===== config.mk =====
export PLATFORM = sky130hd
export DESIGN_NAME = pdp8_image_loader_flat
export DESIGN_NICKNAME = d
export VERILOG_FILES = /design/src/rtl/pdp8_image_loader_if.sv /design/src/rtl/pdp8_image_loader.sv /design/src/flat_wrapper.sv
export SDC_FILE = /design/constraint.sdc
export NUM_CORES = 1
export LEC_CHECK = 0
export ABC_AREA = 1
export CAP_MARGIN = 40
export CORE_MARGIN = 2
export CORE_UTILIZATION = 45
export CTS_CLUSTER_DIAMETER = 50
export DETAILED_ROUTE_END_ITERATION = 6
export GPL_TIMING_DRIVEN = 1
export PLACE_DENSITY = 0.77
export SETUP_SLACK_MARGIN = 0.05
export SLEW_MARGIN = 20
export SYNTH_ARGS = -nofsm -noshare
export SYNTH_HDL_FRONTEND = slang
export SYNTH_SLANG_ARGS = --single-unit

===== constraint.sdc =====
create_clock -name clk -period 3.6 [get_ports clk]
set_clock_uncertainty 0.2 [all_clocks]
set_input_delay 0.36 -clock clk [delete_from_list [all_inputs] [get_ports clk]]
set_output_delay 0.36 -clock clk [all_outputs]
set_load 0.02 [all_outputs]

===== src/rtl/pdp8_image_loader_if.sv =====
// pdp8_image_loader_if
// Purpose : groups the two streams handled by the PAL image loader: the
//           incoming byte stream and the outgoing memory write port.
// Signals : byte_valid/byte_data/byte_ready/eof  - image byte stream
//           mem_write_enable/mem_address/mem_write_data/mem_finished
//                                                - memory write handshake
// Modports: master - the loader (consumes bytes, issues writes)
//           slave  - the environment (byte source and memory)
interface pdp8_image_loader_if #(
  parameter int WORD_W = 12,
  parameter int ADDR_W = 12
);
  logic              byte_valid;
  logic [7:0]        byte_data;
  logic              byte_ready;
  logic              eof;
  logic              mem_write_enable;
  logic [ADDR_W-1:0] mem_address;
  logic [WORD_W-1:0] mem_write_data;
  logic              mem_finished;

  modport master (
    input  byte_valid, byte_data, eof, mem_finished,
    output byte_ready, mem_write_enable, mem_address, mem_write_data
  );

  modport slave (
    output byte_valid, byte_data, eof, mem_finished,
    input  byte_ready, mem_write_enable, mem_address, mem_write_data
  );
endinterface


===== src/rtl/pdp8_image_loader.sv =====
// pdp8_image_loader
// Purpose : reads a PDP-8 PAL binary-format image from a byte stream and
//           writes it into memory. Bytes with bit 7 set are leader/trailer.
//           Non-leader bytes pair up into words; a pair whose first byte has
//           bit 6 set is an origin, otherwise it is a data word written at
//           the current address. On end of stream the PC is loaded with
//           START_PC and the CPU is allowed to run; an unpaired byte at end
//           of stream flags err instead.
// Ports   : clk, btnCpuReset (async, active low), start (load pulse)
//           bus            - byte stream + memory write port (master side)
//           load_pc/pc_value - one-cycle PC load strobe and value
//           busy, run, err - load status
//           words_written  - saturating count of completed data writes
module pdp8_image_loader #(
  parameter int              WORD_W   = 12,
  parameter int              ADDR_W   = 12,
  parameter logic [ADDR_W-1:0] START_PC = ADDR_W'(12'o200)
) (
  input  logic                  clk,
  input  logic                  btnCpuReset,
  input  logic                  start,
  pdp8_image_loader_if.master   bus,
  output logic                  load_pc,
  output logic [ADDR_W-1:0]     pc_value,
  output logic                  busy,
  output logic                  run,
  output logic                  err,
  output logic [ADDR_W:0]       words_written
);

  localparam int H     = WORD_W / 2;
  localparam int EXT_W = (ADDR_W > WORD_W) ? ADDR_W : WORD_W;

  typedef enum logic [2:0] {
    S_IDLE  = 3'd0,
    S_HI    = 3'd1,
    S_LO    = 3'd2,
    S_WRITE = 3'd3,
    S_SETPC = 3'd4,
    S_DONE  = 3'd5
  } state_t;

  state_t            state_q;
  logic              hi_org_q;      // bit 6 of the stored high byte
  logic [H-1:0]      hi_fld_q;      // high half of the word being assembled
  logic [ADDR_W-1:0] addr_q;
  logic [WORD_W-1:0] data_q;
  logic              we_q;
  logic              ready_q;
  logic              busy_q;
  logic              run_q;
  logic              err_q;
  logic              load_pc_q;
  logic [ADDR_W:0]   cnt_q;

  logic [WORD_W-1:0] word_s;
  logic [EXT_W-1:0]  word_ext_s;
  logic              take_s;
  logic              leader_s;

  assign word_s     = {hi_fld_q, bus.byte_data[H-1:0]};
  assign word_ext_s = EXT_W'(word_s);   // zero-extends when ADDR_W > WORD_W
  assign take_s     = bus.byte_valid && ready_q;
  assign leader_s   = bus.byte_data[7];

  assign bus.byte_ready       = ready_q;
  assign bus.mem_write_enable = we_q;
  assign bus.mem_address      = addr_q;
  assign bus.mem_write_data   = data_q;
  assign load_pc              = load_pc_q;
  assign pc_value             = START_PC;
  assign busy                 = busy_q;
  assign run                  = run_q;
  assign err                  = err_q;
  assign words_written        = cnt_q;

  // Loader FSM; every output is a register updated alongside the state.
  always_ff @(posedge clk or negedge btnCpuReset) begin
    if (!btnCpuReset) begin
      state_q   <= S_IDLE;
      hi_org_q  <= 1'b0;
      hi_fld_q  <= '0;
      addr_q    <= '0;
      data_q    <= '0;
      we_q      <= 1'b0;
      ready_q   <= 1'b0;
      busy_q    <= 1'b0;
      run_q     <= 1'b0;
      err_q     <= 1'b0;
      load_pc_q <= 1'b0;
      cnt_q     <= '0;
    end else begin
      load_pc_q <= 1'b0;  // strobe is high only for the single SETPC cycle
      case (state_q)
        S_IDLE, S_DONE: begin
          if (start) begin
            err_q   <= 1'b0;
            run_q   <= 1'b0;
            cnt_q   <= '0;
            addr_q  <= '0;   // each load starts at address 0 unless an origin follows
            ready_q <= 1'b1;
            busy_q  <= 1'b1;
            state_q <= S_HI;
          end
        end
        S_HI: begin
          if (take_s) begin
            if (!leader_s) begin
              hi_org_q <= bus.byte_data[6];
              hi_fld_q <= bus.byte_data[H-1:0];
              state_q  <= S_LO;
            end
          end else if (bus.eof) begin
            ready_q   <= 1'b0;
            load_pc_q <= 1'b1;
            state_q   <= S_SETPC;
          end
        end
        S_LO: begin
          if (take_s) begin
            if (!leader_s) begin
              if (hi_org_q) begin
                addr_q  <= word_ext_s[ADDR_W-1:0];
                state_q <= S_HI;
              end else begin
                data_q  <= word_s;
                we_q    <= 1'b1;
                ready_q <= 1'b0;
                state_q <= S_WRITE;
              end
            end
          end else if (bus.eof) begin
            // unpaired trailing byte: abort without starting the CPU
            err_q   <= 1'b1;
            run_q   <= 1'b0;
            ready_q <= 1'b0;
            busy_q  <= 1'b0;
            state_q <= S_DONE;
          end
        end
        S_WRITE: begin
          if (bus.mem_finished) begin
            we_q    <= 1'b0;
            addr_q  <= addr_q + ADDR_W'(1);
            cnt_q   <= (&cnt_q) ? cnt_q : cnt_q + (ADDR_W+1)'(1);
            ready_q <= 1'b1;
            state_q <= S_HI;
          end
        end
        S_SETPC: begin
          run_q   <= 1'b1;
          busy_q  <= 1'b0;
          state_q <= S_DONE;
        end
        default: begin
          we_q    <= 1'b0;
          ready_q <= 1'b0;
          busy_q  <= 1'b0;
          state_q <= S_IDLE;
        end
      endcase
    end
  end

endmodule

===== src/flat_wrapper.sv =====
// flat-port wrapper written by rule: the top's interface ports become plain ports
module pdp8_image_loader_flat 
#(
  parameter int              WORD_W   = 12,
  parameter int              ADDR_W   = 12,
  parameter logic [ADDR_W-1:0] START_PC = ADDR_W'(12'o200)
)
  (clk, btnCpuReset, start, load_pc, pc_value, busy, run, err, words_written, bus_byte_valid, bus_byte_data, bus_eof, bus_mem_finished, bus_byte_ready, bus_mem_write_enable, bus_mem_address, bus_mem_write_data);
  pdp8_image_loader_if #(.WORD_W(WORD_W), .ADDR_W(ADDR_W)) bus_i ();
  input  logic clk;
  input  logic btnCpuReset;
  input  logic start;
  output logic load_pc;
  output logic [ADDR_W-1:0] pc_value;
  output logic busy;
  output logic run;
  output logic err;
  output logic [ADDR_W:0] words_written;
  input wire logic [$bits(bus_i.byte_valid)-1:0] bus_byte_valid;
  input wire logic [$bits(bus_i.byte_data)-1:0] bus_byte_data;
  input wire logic [$bits(bus_i.eof)-1:0] bus_eof;
  input wire logic [$bits(bus_i.mem_finished)-1:0] bus_mem_finished;
  output wire logic [$bits(bus_i.byte_ready)-1:0] bus_byte_ready;
  output wire logic [$bits(bus_i.mem_write_enable)-1:0] bus_mem_write_enable;
  output wire logic [$bits(bus_i.mem_address)-1:0] bus_mem_address;
  output wire logic [$bits(bus_i.mem_write_data)-1:0] bus_mem_write_data;
  assign bus_i.byte_valid = bus_byte_valid;
  assign bus_i.byte_data = bus_byte_data;
  assign bus_i.eof = bus_eof;
  assign bus_i.mem_finished = bus_mem_finished;
  assign bus_byte_ready = bus_i.byte_ready;
  assign bus_mem_write_enable = bus_i.mem_write_enable;
  assign bus_mem_address = bus_i.mem_address;
  assign bus_mem_write_data = bus_i.mem_write_data;
  pdp8_image_loader #(.WORD_W(WORD_W), .ADDR_W(ADDR_W), .START_PC(START_PC)) u_core (.clk(clk), .btnCpuReset(btnCpuReset), .start(start), .bus(bus_i), .load_pc(load_pc), .pc_value(pc_value), .busy(busy), .run(run), .err(err), .words_written(words_written));
endmodule

# Word-level counts from Yosys, hierarchy flattened
# Index checks and enable logic that the tools add are counted.
# word_totals
reg_bits	53
input_bits	14
output_inout_bits	55
wordCells	103
# op_classes
add_sub_neg	2
eq_ne	20
mux	44
n_bitwise	5
n_reduce_logical	20
# op_table
operator	n
$mux W12	5
$mux W13	3
$pmux W12 S3	1
$pmux W13 S2	1
$mux W3	8
$reduce_and A4 Y1	5
$mux W1	19
$reduce_and A6 Y1	3
$ne A2 B2 Y1 const B	8
$pmux W3 S5	1
$add A13 B1 Y13 const B	1
$reduce_and A13 Y1	1
$add A12 B1 Y12 const B	1
$ne A3 B3 Y1 const B	3
$pmux W1 S3	3
$eq A3 B2 Y1 const B	2
$eq A3 B3 Y1 const B	2
$ne A3 B2 Y1 const B	2
$reduce_bool A3 Y1	2
$not A1 Y1	5
$pmux W1 S5	1
$reduce_and A5 Y1	1
$ne A2 B1 Y1 const B	2
$reduce_bool A2 Y1	2
8 further kinds	9

# Logic depth before layout (Yosys ltp)
# Gate-level depths: netlist of the first run.
# depth
word_depth	4
depth_mapped	11

# Worst setup path after synthesis of the first run
# Ideal clock, no wire load.
# synth_path
path_kind	reg2reg
startpoint	reg u_core.cnt_q[0] (netlist: u_core.words_written[0])
endpoint	reg u_core.cnt_q[11] (netlist: u_core.words_written[11])
t_arrival_ns	1.472
slack_ns	1.812
stages_incl_launch_ff	11
period_less_slack_ns	1.788
cell_sequence	dfrtp_1 -> ha_1 -> nand3_1 -> inv_1 -> nand2_1 -> inv_1 -> nand3_1 -> nand3_2 -> buf_4 -> nand2_1 -> nand2_1
# synth_between
elab_chain_cells	4
word_cells_on_any_way	7
# synth_lines
item	line	rtl
start: declaration	pdp8_image_loader.sv:54	logic [ADDR_W:0] cnt_q;
start signal: assignment	pdp8_image_loader.sv:145	cnt_q <= (&cnt_q) ? cnt_q : cnt_q + (ADDR_W+1)'(1);
$add A13 B1 Y13	pdp8_image_loader.sv:145	
$mux W13	pdp8_image_loader.sv:145	
$mux W13	pdp8_image_loader.sv:142	if (bus.mem_finished) begin
$pmux W13 S2	pdp8_image_loader.sv:94	case (state_q)
# Several ways; a longest one is shown, not always the timed one. The select of a mux whose other input is x is not followed.
# A chain may end at the register's enable or synchronous reset.

# Worst setup path in the final report of the first run
# layout_path
startpoint	reg u_core.state_q[1]
endpoint	reg u_core.cnt_q[7] (netlist: u_core.words_written[7])
# layout_between
elab_chain_cells	4
word_cells_on_any_way	10
# layout_lines
item	line	rtl
start: declaration	pdp8_image_loader.sv:43	state_t state_q;
start signal: assignment	pdp8_image_loader.sv:80	state_q <= S_IDLE;
start signal: assignment	pdp8_image_loader.sv:103	state_q <= S_HI;
start signal: assignment	pdp8_image_loader.sv:111	state_q <= S_LO;
$eq A3 B3 Y1 or $logic_not A3 Y1 (tied branches)	pdp8_image_loader.sv:94	
$reduce_or A2 Y1	pdp8_image_loader.sv:94	
$ne A2 B2 Y1 (no line) or $reduce_bool A2 Y1 (tied branches)	--	
$reduce_and A4 Y1 (no line)	--	
# Several ways; a longest one is shown, not always the timed one.

==> run_results.csv, run 1 <==
group,metric,value,unit
setup_path,crit_path_top_delay_cell,"dfrtp_1",
sta,slew_headroom,46.1,%
clocking,post_cts_buffers,0,
clocking,root_buffer,"clkbuf_8",
sta,finalHoldViolCount,0,
pwr,ir_worst_vdd,252,µV
sta,period_needed,2270,ps
sta,period_share,63.2,%
final_layout,multi_input_area,0.00147,mm²
yosys,synthTopCellsByCount,"nand2_1, dfrtp_1, inv_1",
final_layout,final_cells,577,
yosys,synth_top_area_share,43.4,%
sta,setup_viol,0,
setup_path,r2r_start,"u_core.state_q[1]",
clocking,clk_latency,320,ps
floorplan,io_pins,69,
setup_path,path_buf_inv,1,
grt,grt_first_pass_wirelength,12.4,mm
grt,grt_max_degree,34,
place,hpwl,5.26,mm
setup_path,r2r_setup_slack,1330,ps
yosys,ys_warn_count,0,
detailed_routing,drtPass1Iterations,4,
setup_path,cpMostUsedCell,"nand2_1",
detailed_routing,via_per_inst,5.07,
clocking,cts_tree,"yes",
setup_path,crit_fanout,16,
yosys,synthArstFlopShare,100,%
sta,fmax,440,MHz
grt,antenna_found_initial,0,
setup_path,cp-start-kind,"register",
floorplan,dieHeight,86.4,µm
clocking,clk_pin_slew,110,ps
setup_path,cp.depth,8,
setup_path,cp.required,3670,ps
sta,rsz0062_at_grt,"false",
final_layout,fill_cells,637,
yosys,synth_most_common_cell,"nand2_1",
sta,worstMarginPinSlew,806,ps
job,max-cap-violations,0,
final_layout,area_growth,22.6,%
yosys,syn_inst,440,
pwr,switching_share,45.8,%
yosys,ys.flop_type,"dfrtp_1",
outcome,status,"finished clean",
final_layout,seqCellArea,0.00133,mm²
detailed_routing,num_vias,2924,
final_layout,diodes,0,
setup_path,critical_path.max_stage_delay,500,ps
yosys,synth-edff-count,0,
setup_path,worstPathArrival,2340,ps
yosys,seq_area_frac_synth,43.4,%
setup_path,worst_setup_path_end_kind,"register",
place,port_buffers,56,
setup_path,crit_chain,"inv_2 -> nor2_1 -> nand2_1 -> nand2_1 -> nand3_2 -> nor2_4 -> nand2_1 -> nand2_1",
floorplan,rows,30,
clocking,cts.repair.resized,0,
floorplan,die_w,86.4,µm
floorplan,core_region_area,0.00668,mm²
place,dp_cells,567,
clocking,cts_num_sinks,53,
pwr,combPwrFrac,44.8,%
pwr,power_density,581,mW/mm²
detailed_routing,wl_per_cell,12.4,µm
final_layout,final_nets,512,
floorplan,start_util,45.7,%
yosys,ys_top_cells_by_area,"dfrtp_1, nand2_1, nand3_1",
clocking,cts_htree_levels,2,
setup_path,rr_worst_depth,8,
yosys,syn_avg_cell_area,6.95,µm²
grt,grt_pass1_vias,2808,
detailed_routing,drt-total-wl,7.17,mm
yosys,synthesis.area,0.00306,mm²
pwr,p_leak,0.00188,µW
yosys,ys_ff_latch,53,
setup_path,worstSetupPathType,"register to register",
pwr,switchingPower,996,µW
yosys,yosysTopAreaCell,"dfrtp_1",
pwr,power_frac_seq,38.1,%
setup_path,critPathTopFamily,"simple AND/OR/NAND/NOR gates",
detailed_routing,postRouteAntennaNets,0,
sta,fin_tns_setup,0,ps
sta,hold_ws,149,ps
place,gp_congestion,0.892,
pwr,power,2180,µW
yosys,synth_cell_types,26,
detailed_routing,drt_iter0_markers,224,
grt,groute.usage.overall,20.4,%
floorplan,dieArea,0.00747,mm²
sta,slew_viol_final,0,
pwr,internal_power,1180,µW
clocking,cts_buffer_depth,2,
clocking,cts_made_buffers,5,
grt,grt_overflow,0,
pwr,pwr-share-clk,17.1,%
detailed_routing,drc,0,
min_path,hold_path_class,"input pin to asynchronous set/reset pin",
setup_path,rr_endpoint,"u_core.words_written[7]",
final_layout,drive_gt1_share,5.43,%
[layout make-up]
| class | instances | share of cell area [%] |
|---|---|---|
| Clock inverter | 3 | 0.768 |
| Inverter | 43 | 4.31 |
| Clock buffer | 5 | 1.84 |
| Tap cell | 80 | 2.67 |
| Sequential cell | 53 | 35.4 |
| Timing Repair Buffer | 59 | 15.8 |
| Multi-Input combinational cell | 334 | 39.2 |
[worst max path at each step]
stage	startpoint	endpoint	slack [ps]
finish	u_core.state_q[1]	u_core.words_written[7]	1330
global route	u_core.state_q[1]	u_core.words_written[1]	1150
CTS	u_core.state_q[1]	u_core.words_written[7]	1360
detailed placement	bus_byte_valid	u_core.bus.mem_address[7]	1100
global placement	bus_byte_valid	u_core.bus.mem_address[3]	1170
floorplan	u_core.words_written[0]	u_core.words_written[11]	1810
[cell families after synthesis]
group,Yosys count,share of synthesized area [%]
AOI/OAI and AO/OA,44,7.49
xor gates and xnor gates,3,0.860
adders and majority gates,2,0.819
buffers and inverters,63,9.74
DFF,53,43.4
other,2,0.246
and+or+nand+nor,273,37.5
[layout by cell type, fill, tap and decap left out, drive strengths merged]
cell / count
nand3: 34
inv: 45
dfrtp: 53
nand4: 6
clkinv: 1
o22ai: 3
buf: 3
dlygate4sd3: 1
xor2: 2
nor3b: 2
ha: 2
nand2: 187
clkbuf: 5
clkdlybuf4s50: 55
a21oi: 7
o31ai: 1
xnor2: 1
nor3: 2
o21ai: 32
nor2: 42
a21boi: 1
conb: 12
[metal layers]
layer	GRT usage (%)	wire (µm)	up-vias
met3	3.24	282	7
met2	34.1	3540	69
met5	0	0	-
met1	26.9	3270	1375
li1	-	-	1473
met4	7.53	76	0
[power groups by stage]
| stage | clock network, µW | logic [µW] | registers [µW] |
|---|---|---|---|
| 2_1_floorplan | 0 | 632 | 892 |
| 4_1_cts | 380 | 972 | 826 |
| 6_report | 373 | 975 | 828 |
| 3_3_place_gp | 0 | 951 | 832 |
| 3_5_place_dp | 0 | 970 | 837 |
| 5_1_grt | 405 | 1090 | 846 |
[flip-flops by register name (all words and copies together) (netlist names), 3 cells and up]
register                   flops
u_core.hi_fld_q                6
u_core.state_q                 3
u_core.bus.mem_write_data     12
u_core.words_written          13
u_core.bus.mem_address        12
[what timing repair did]
| action | 4_1_cts | 5_1_grt |
|---|---|---|
| endpoints found under the setup margin | 0 | 0 |
| endpoints found under the hold margin | 32 | 0 |
| hold buffers | 1 | 0 |
[per-stage QoR]
stage          setup slack (ps)  area (µm²)  utilization, %
2_1_floorplan              1810        3090               -
3_3_place_gp               1170        3620            54.2
3_5_place_dp               1100        3620            54.2
4_1_cts                    1360        3730            55.8
5_1_grt                    1150        3750            56.1
6_report                   1330        3750            56.1
No activity file was read; power rests on OpenSTA's default activity.
==> inputs of run 2 (changes only) <==
--- a/config.mk
+++ b/config.mk
@@ -12,7 +12,7 @@
 export CTS_CLUSTER_DIAMETER = 50
 export DETAILED_ROUTE_END_ITERATION = 6
 export GPL_TIMING_DRIVEN = 1
-export PLACE_DENSITY = 0.77
+export PLACE_DENSITY = 0.8
 export SETUP_SLACK_MARGIN = 0.05
 export SLEW_MARGIN = 20
 export SYNTH_ARGS = -nofsm -noshare
==> constraint.sdc (replaced) <==
create_clock -name clk -period 2 [get_ports clk]
set_clock_uncertainty 0.2 [all_clocks]
set_input_delay 0.2 -clock clk [delete_from_list [all_inputs] [get_ports clk]]
set_output_delay 0.2 -clock clk [all_outputs]
set_load 0.02 [all_outputs]
==> run 2 against run 1 <==
- clock power increased by 75%
- sequential cell count unchanged
- hold slack improved by 2.0 ps
- cell count increased by 2.3%
- largest power group unchanged
==> run_results.csv, run 2 (same netlist as run 1, synthesis figures left out) <==
group,metric,value,unit
clocking,cts_made_buffers,5,
place,hpwl,5.40,mm
detailed_routing,postRouteAntennaNets,0,
clocking,cts_num_sinks,53,
setup_path,worstSetupPathType,"register to output pin",
sta,rsz0062_at_grt,"false",
clocking,clk_pin_slew,100,ps
pwr,internal_power,2240,µW
grt,grt_pass1_vias,2879,
detailed_routing,num_vias,3040,
setup_path,cp.required,1600,ps
place,port_buffers,56,
pwr,power_density,1060,mW/mm²
final_layout,fill_cells,607,
clocking,cts_buffer_depth,2,
detailed_routing,drtPass1Iterations,4,
sta,slew_viol_final,0,
setup_path,cp-start-kind,"register",
pwr,switchingPower,1890,µW
sta,finalHoldViolCount,0,
clocking,clk_latency,320,ps
grt,use_met2,36.3,%
sta,fin_tns_setup,0,ps
final_layout,largest_reg_flops,13,
place,gp_congestion,0.891,
outcome,status,"finished clean",
floorplan,dieArea,0.00747,mm²
detailed_routing,drt-total-wl,7.63,mm
floorplan,start_util,45.7,%
sta,fmax,528,MHz
final_layout,area_growth,27.2,%
min_path,hold_path_class,"input pin to asynchronous set/reset pin",
setup_path,r2r_setup_slack,180,ps
grt,grt_first_pass_wirelength,12.8,mm
floorplan,die_w,86.4,µm
detailed_routing,wl_per_cell,12.9,µm
setup_path,path_buf_inv,1,
grt,grt_overflow,0,
grt,antenna_found_initial,0,
setup_path,critical_path.max_stage_delay,660,ps
grt,groute.usage.overall,21.1,%
setup_path,crit_path_top_delay_cell,"clkdlybuf4s50_1",
detailed_routing,drc,0,
sta,period_needed,1890,ps
floorplan,dieHeight,86.4,µm
setup_path,critPathTopFamily,"buffers and inverters",
final_layout,diodes,0,
sta,period_share,94.7,%
setup_path,worstPathArrival,1490,ps
final_layout,multi_input_area,0.00151,mm²
grt,grt_util_met1,27.1,%
clocking,cts_tree,"yes",
floorplan,rows,30,
floorplan,io_pins,69,
pwr,switching_share,45.8,%
pwr,power_frac_seq,36.2,%
pwr,combPwrFrac,48.0,%
pwr,p_leak,0.00194,µW
final_layout,layout_common_cells,"nand2_1, clkdlybuf4s50_1, dfrtp_1",
grt,busiest_layer,"met2",
detailed_routing,drt_iter0_markers,152,
setup_path,crit_chain,"clkdlybuf4s50_1",
final_layout,drive_gt1_share,8.82,%
final_layout,final_common_cell,"nand2_1",
detailed_routing,via_per_inst,5.15,
pwr,pwr-share-clk,15.8,%
grt,grt_max_degree,38,
final_layout,final_nets,525,
final_layout,seqCellArea,0.00133,mm²
pwr,ir_worst_vdd,458,µV
clocking,cts_htree_levels,2,
setup_path,crit_fanout,9,
sta,setup_viol,0,
final_layout,final_util,58.2,%
setup_path,worst_setup_path_end_kind,"output pin",
clocking,root_buffer,"clkbuf_8",
job,max-cap-violations,0,
grt,use_met3,3.62,%
floorplan,core_region_area,0.00668,mm²
run 2: changes by cell type in the layout (fill, tap and decap cells not counted), sizes merged:
cell    previous run  this run
buf                3        15
clkinv             1         2
inv               45        44
nor2              42        43
run 2: what timing repair did:
action                                  4_1_cts  5_1_grt
resized for setup                             0        9
buffers inserted                              0        6
endpoints found under the setup margin        0       33
hold buffers                                  1        0
hold endpoints to repair                     16        0
run 2: final cells by class:
cell class,count,share of cell area (%)
Timing Repair Buffer,71,17.9
Clock buffer,5,1.77
Clock inverter,3,0.676
Inverter,43,4.21
Tap cell,80,2.57
Multi-Input combinational cell,335,38.7
Sequential cell,53,34.1
run 2: power groups by stage:
stage,Clock (µW),Sequential (µW),Combinational [µW]
2_1_floorplan,0,1610,1140
3_3_place_gp,0,1500,1770
3_5_place_dp,0,1510,1810
4_1_cts,662,1490,1820
5_1_grt,715,1520,2200
6_report,653,1490,1980
run 2: metal layers:
metal | part of all wire, % | wire, µm
met1 | 44 | 3390
met2 | 49 | 3770
met3 | 5.2 | 394
met4 | 1.1 | 81
met5 | 0 | 0
run 2: through the flow:
step           std cells  hold WS (ps)  setup slack, ps  total power [µW]  area [µm²]
5_1_grt              590           181             27.0              4430        3890
3_3_place_gp         574         -36.3              120              3260        3700
4_1_cts              583           162             82.9              3980        3800
6_report             590           151              105              4130        3890
2_1_floorplan        450          -296              212              2740        3090
3_5_place_dp         574         -28.3              101              3330        3700
run 2: final timing paths:
path | start | to | cells after the start
min in group clk | bus_byte_data[6] | u_core.hi_org_q | 3
worst max-delay path | u_core.words_written[5] | words_written[5] | 1
worst min register to register | u_core.bus.mem_write_data[10] | u_core.bus.mem_write_data[10] | 2
worst max register to register | u_core.state_q[1] | u_core.words_written[3] | 8
worst min-delay path | btnCpuReset | u_core.words_written[6] | 2
max in group asynchronous | btnCpuReset | u_core.state_q[0] | 3
==> inputs of run 3 (changes only) <==
--- a/config.mk
+++ b/config.mk
@@ -7,7 +7,6 @@
 export LEC_CHECK = 0
 export ABC_AREA = 1
 export CAP_MARGIN = 40
-export CORE_MARGIN = 2
 export CORE_UTILIZATION = 45
 export CTS_CLUSTER_DIAMETER = 50
 export DETAILED_ROUTE_END_ITERATION = 6
==> run 3 against run 2 <==
- the flow now finishes with violations (design-rule violations)
- die area down 4.6%
- sequential power about the same
- fmax up 0.46%
- sequential cell count unchanged
- design area up 0.45%
- first-iteration DRC count up 53%
- cell count down 0.85%
- clock-buffer cell count unchanged
- critical endpoint unchanged
- largest power group unchanged
==> run_results.csv, run 3 (same netlist as run 1, synthesis figures left out) <==
group,metric,value,unit
final_layout,final_util,60.5,%
grt,grt_first_pass_wirelength,12.0,mm
detailed_routing,num_vias,3032,
place,gp_congestion,0.858,
outcome,status,"complete, but fails checks",
clocking,clk_latency,310,ps
sta,period_needed,1890,ps
pwr,ir_worst_vdd,527,µV
floorplan,rows,29,
setup_path,cp.required,1600,ps
job,max-cap-violations,0,
detailed_routing,drc,10,
outcome,violations,"design-rule violations",
sta,fmax,530,MHz
detailed_routing,via_per_inst,5.18,
sta,worstMarginPinSlew,565,ps
final_layout,area_growth,27.8,%
detailed_routing,postRouteAntennaNets,0,
clocking,cts_htree_levels,2,
clocking,cts_buffer_depth,2,
clocking,cts_num_sinks,53,
setup_path,crit_fanout,9,
final_layout,diodes,0,
setup_path,cp-start-kind,"register",
setup_path,crit_path_top_delay_cell,"clkdlybuf4s50_1",
grt,grt_overflow,0,
detailed_routing,drt-total-wl,7.47,mm
floorplan,start_util,47.3,%
grt,antenna_found_initial,0,
setup_path,path_buf_inv,1,
grt,grt_pass1_vias,2700,
sta,fin_tns_setup,0,ps
clocking,root_buffer,"clkbuf_8",
setup_path,worstSetupPathType,"register to output pin",
floorplan,dieHeight,84.4,µm
final_layout,final_nets,523,
grt,groute.usage.overall,20.6,%
final_layout,largest_reg_flops,13,
final_layout,layout_common_cells,"nand2_1, clkdlybuf4s50_1, dfrtp_1",
detailed_routing,drtPass1Iterations,7,
sta,rsz0062_at_grt,"true",
setup_path,critical_path.max_stage_delay,660,ps
floorplan,io_pins,69,
place,port_buffers,56,
setup_path,crit_chain,"clkdlybuf4s50_1",
sta,slew_headroom,62.3,%
setup_path,worst_setup_path_end_kind,"output pin",
place,hpwl,5.27,mm
floorplan,core_region_area,0.00646,mm²
grt,grt_max_degree,25,
setup_path,critPathTopFamily,"buffers and inverters",
final_layout,multi_input_area,0.00154,mm²
min_path,hold_path_class,"input pin to asynchronous set/reset pin",
detailed_routing,drt_iter0_markers,233,
sta,finalHoldViolCount,0,
clocking,clk_pin_slew,100,ps
pwr,power_density,1090,mW/mm²
final_layout,fill_cells,596,
sta,setup_viol,0,
setup_path,worstPathArrival,1490,ps
detailed_routing,wl_per_cell,12.8,µm
sta,slew_viol_final,0,
sta,period_share,94.3,%
final_layout,seqCellArea,0.00133,mm²
clocking,cts_made_buffers,5,
floorplan,die_w,84.4,µm
floorplan,dieArea,0.00713,mm²
final_layout,final_common_cell,"nand2_1",
clocking,cts_tree,"yes",
final_layout,drive_gt1_share,8.86,%
pwr,p_leak,0.00194,µW
-- run 3: what timing repair did --
item	in CTS	in global routing
hold buffers	1	0
endpoints found under the hold margin	22	0
endpoints found under the setup margin	0	39
gates resized for setup	0	14
setup buffers	0	3
-- run 3: layout make-up --
type	instances	area share, %
Clock buffer	5	1.76
Timing Repair Buffer	68	16.9
Tap cell	77	2.47
Clock inverter	3	1.22
Multi-Input combinational cell	336	39.4
Inverter	43	4.26
Sequential cell	53	34.0
-- run 3: path summary, 6_finish.rpt --
| check | from | to | slack, ps | cells past startpoint |
|---|---|---|---|---|
| min | btnCpuReset | u_core.words_written[6] | 220 | 2 |
| min in group clk | bus_byte_data[6] | u_core.hi_org_q | 260 | 3 |
| max reg2reg | u_core.words_written[0] | u_core.words_written[6] | 170 | 10 |
| max in group asynchronous | btnCpuReset | u_core.words_written[9] | 850 | 3 |
| min reg2reg | u_core.bus.mem_write_data[10] | u_core.bus.mem_write_data[10] | 290 | 2 |
| max | u_core.words_written[5] | words_written[5] | 110 | 1 |
-- run 3: routing by layer --
| metal | global-route usage, % | wire length, µm | up-vias |
|---|---|---|---|
| li1 | - | - | 1498 |
| met1 | 26.9 | 3200 | 1434 |
| met2 | 35.8 | 3750 | 97 |
| met3 | 3.74 | 483 | 3 |
| met4 | 4.62 | 29 | 0 |
| met5 | 0 | 0 | - |
-- run 3: metrics by stage --
| step | area, µm² | hold slack (ps) | setup WS (ps) | std cells | total power, µW |
|---|---|---|---|---|---|
| 6_report | 3910 | 217 | 114 | 585 | 4250 |
| 5_1_grt | 3910 | 248 | 33.9 | 585 | 4550 |
| 4_1_cts | 3810 | 216 | 71.7 | 580 | 4070 |
| 3_5_place_dp | 3680 | 24.0 | 2.63 | 571 | 3300 |
| 3_3_place_gp | 3680 | 19.5 | 78.8 | 571 | 3260 |
| 2_1_floorplan | 3090 | -296 | 212 | 450 | 2740 |
-- run 3: power breakdown --
group          internal (µW)  total (µW)  switching (µW)
sequential              1280        1490             207
clock                    382         763             380
combinational            693        2000            1310
total                   2360        4250            1890
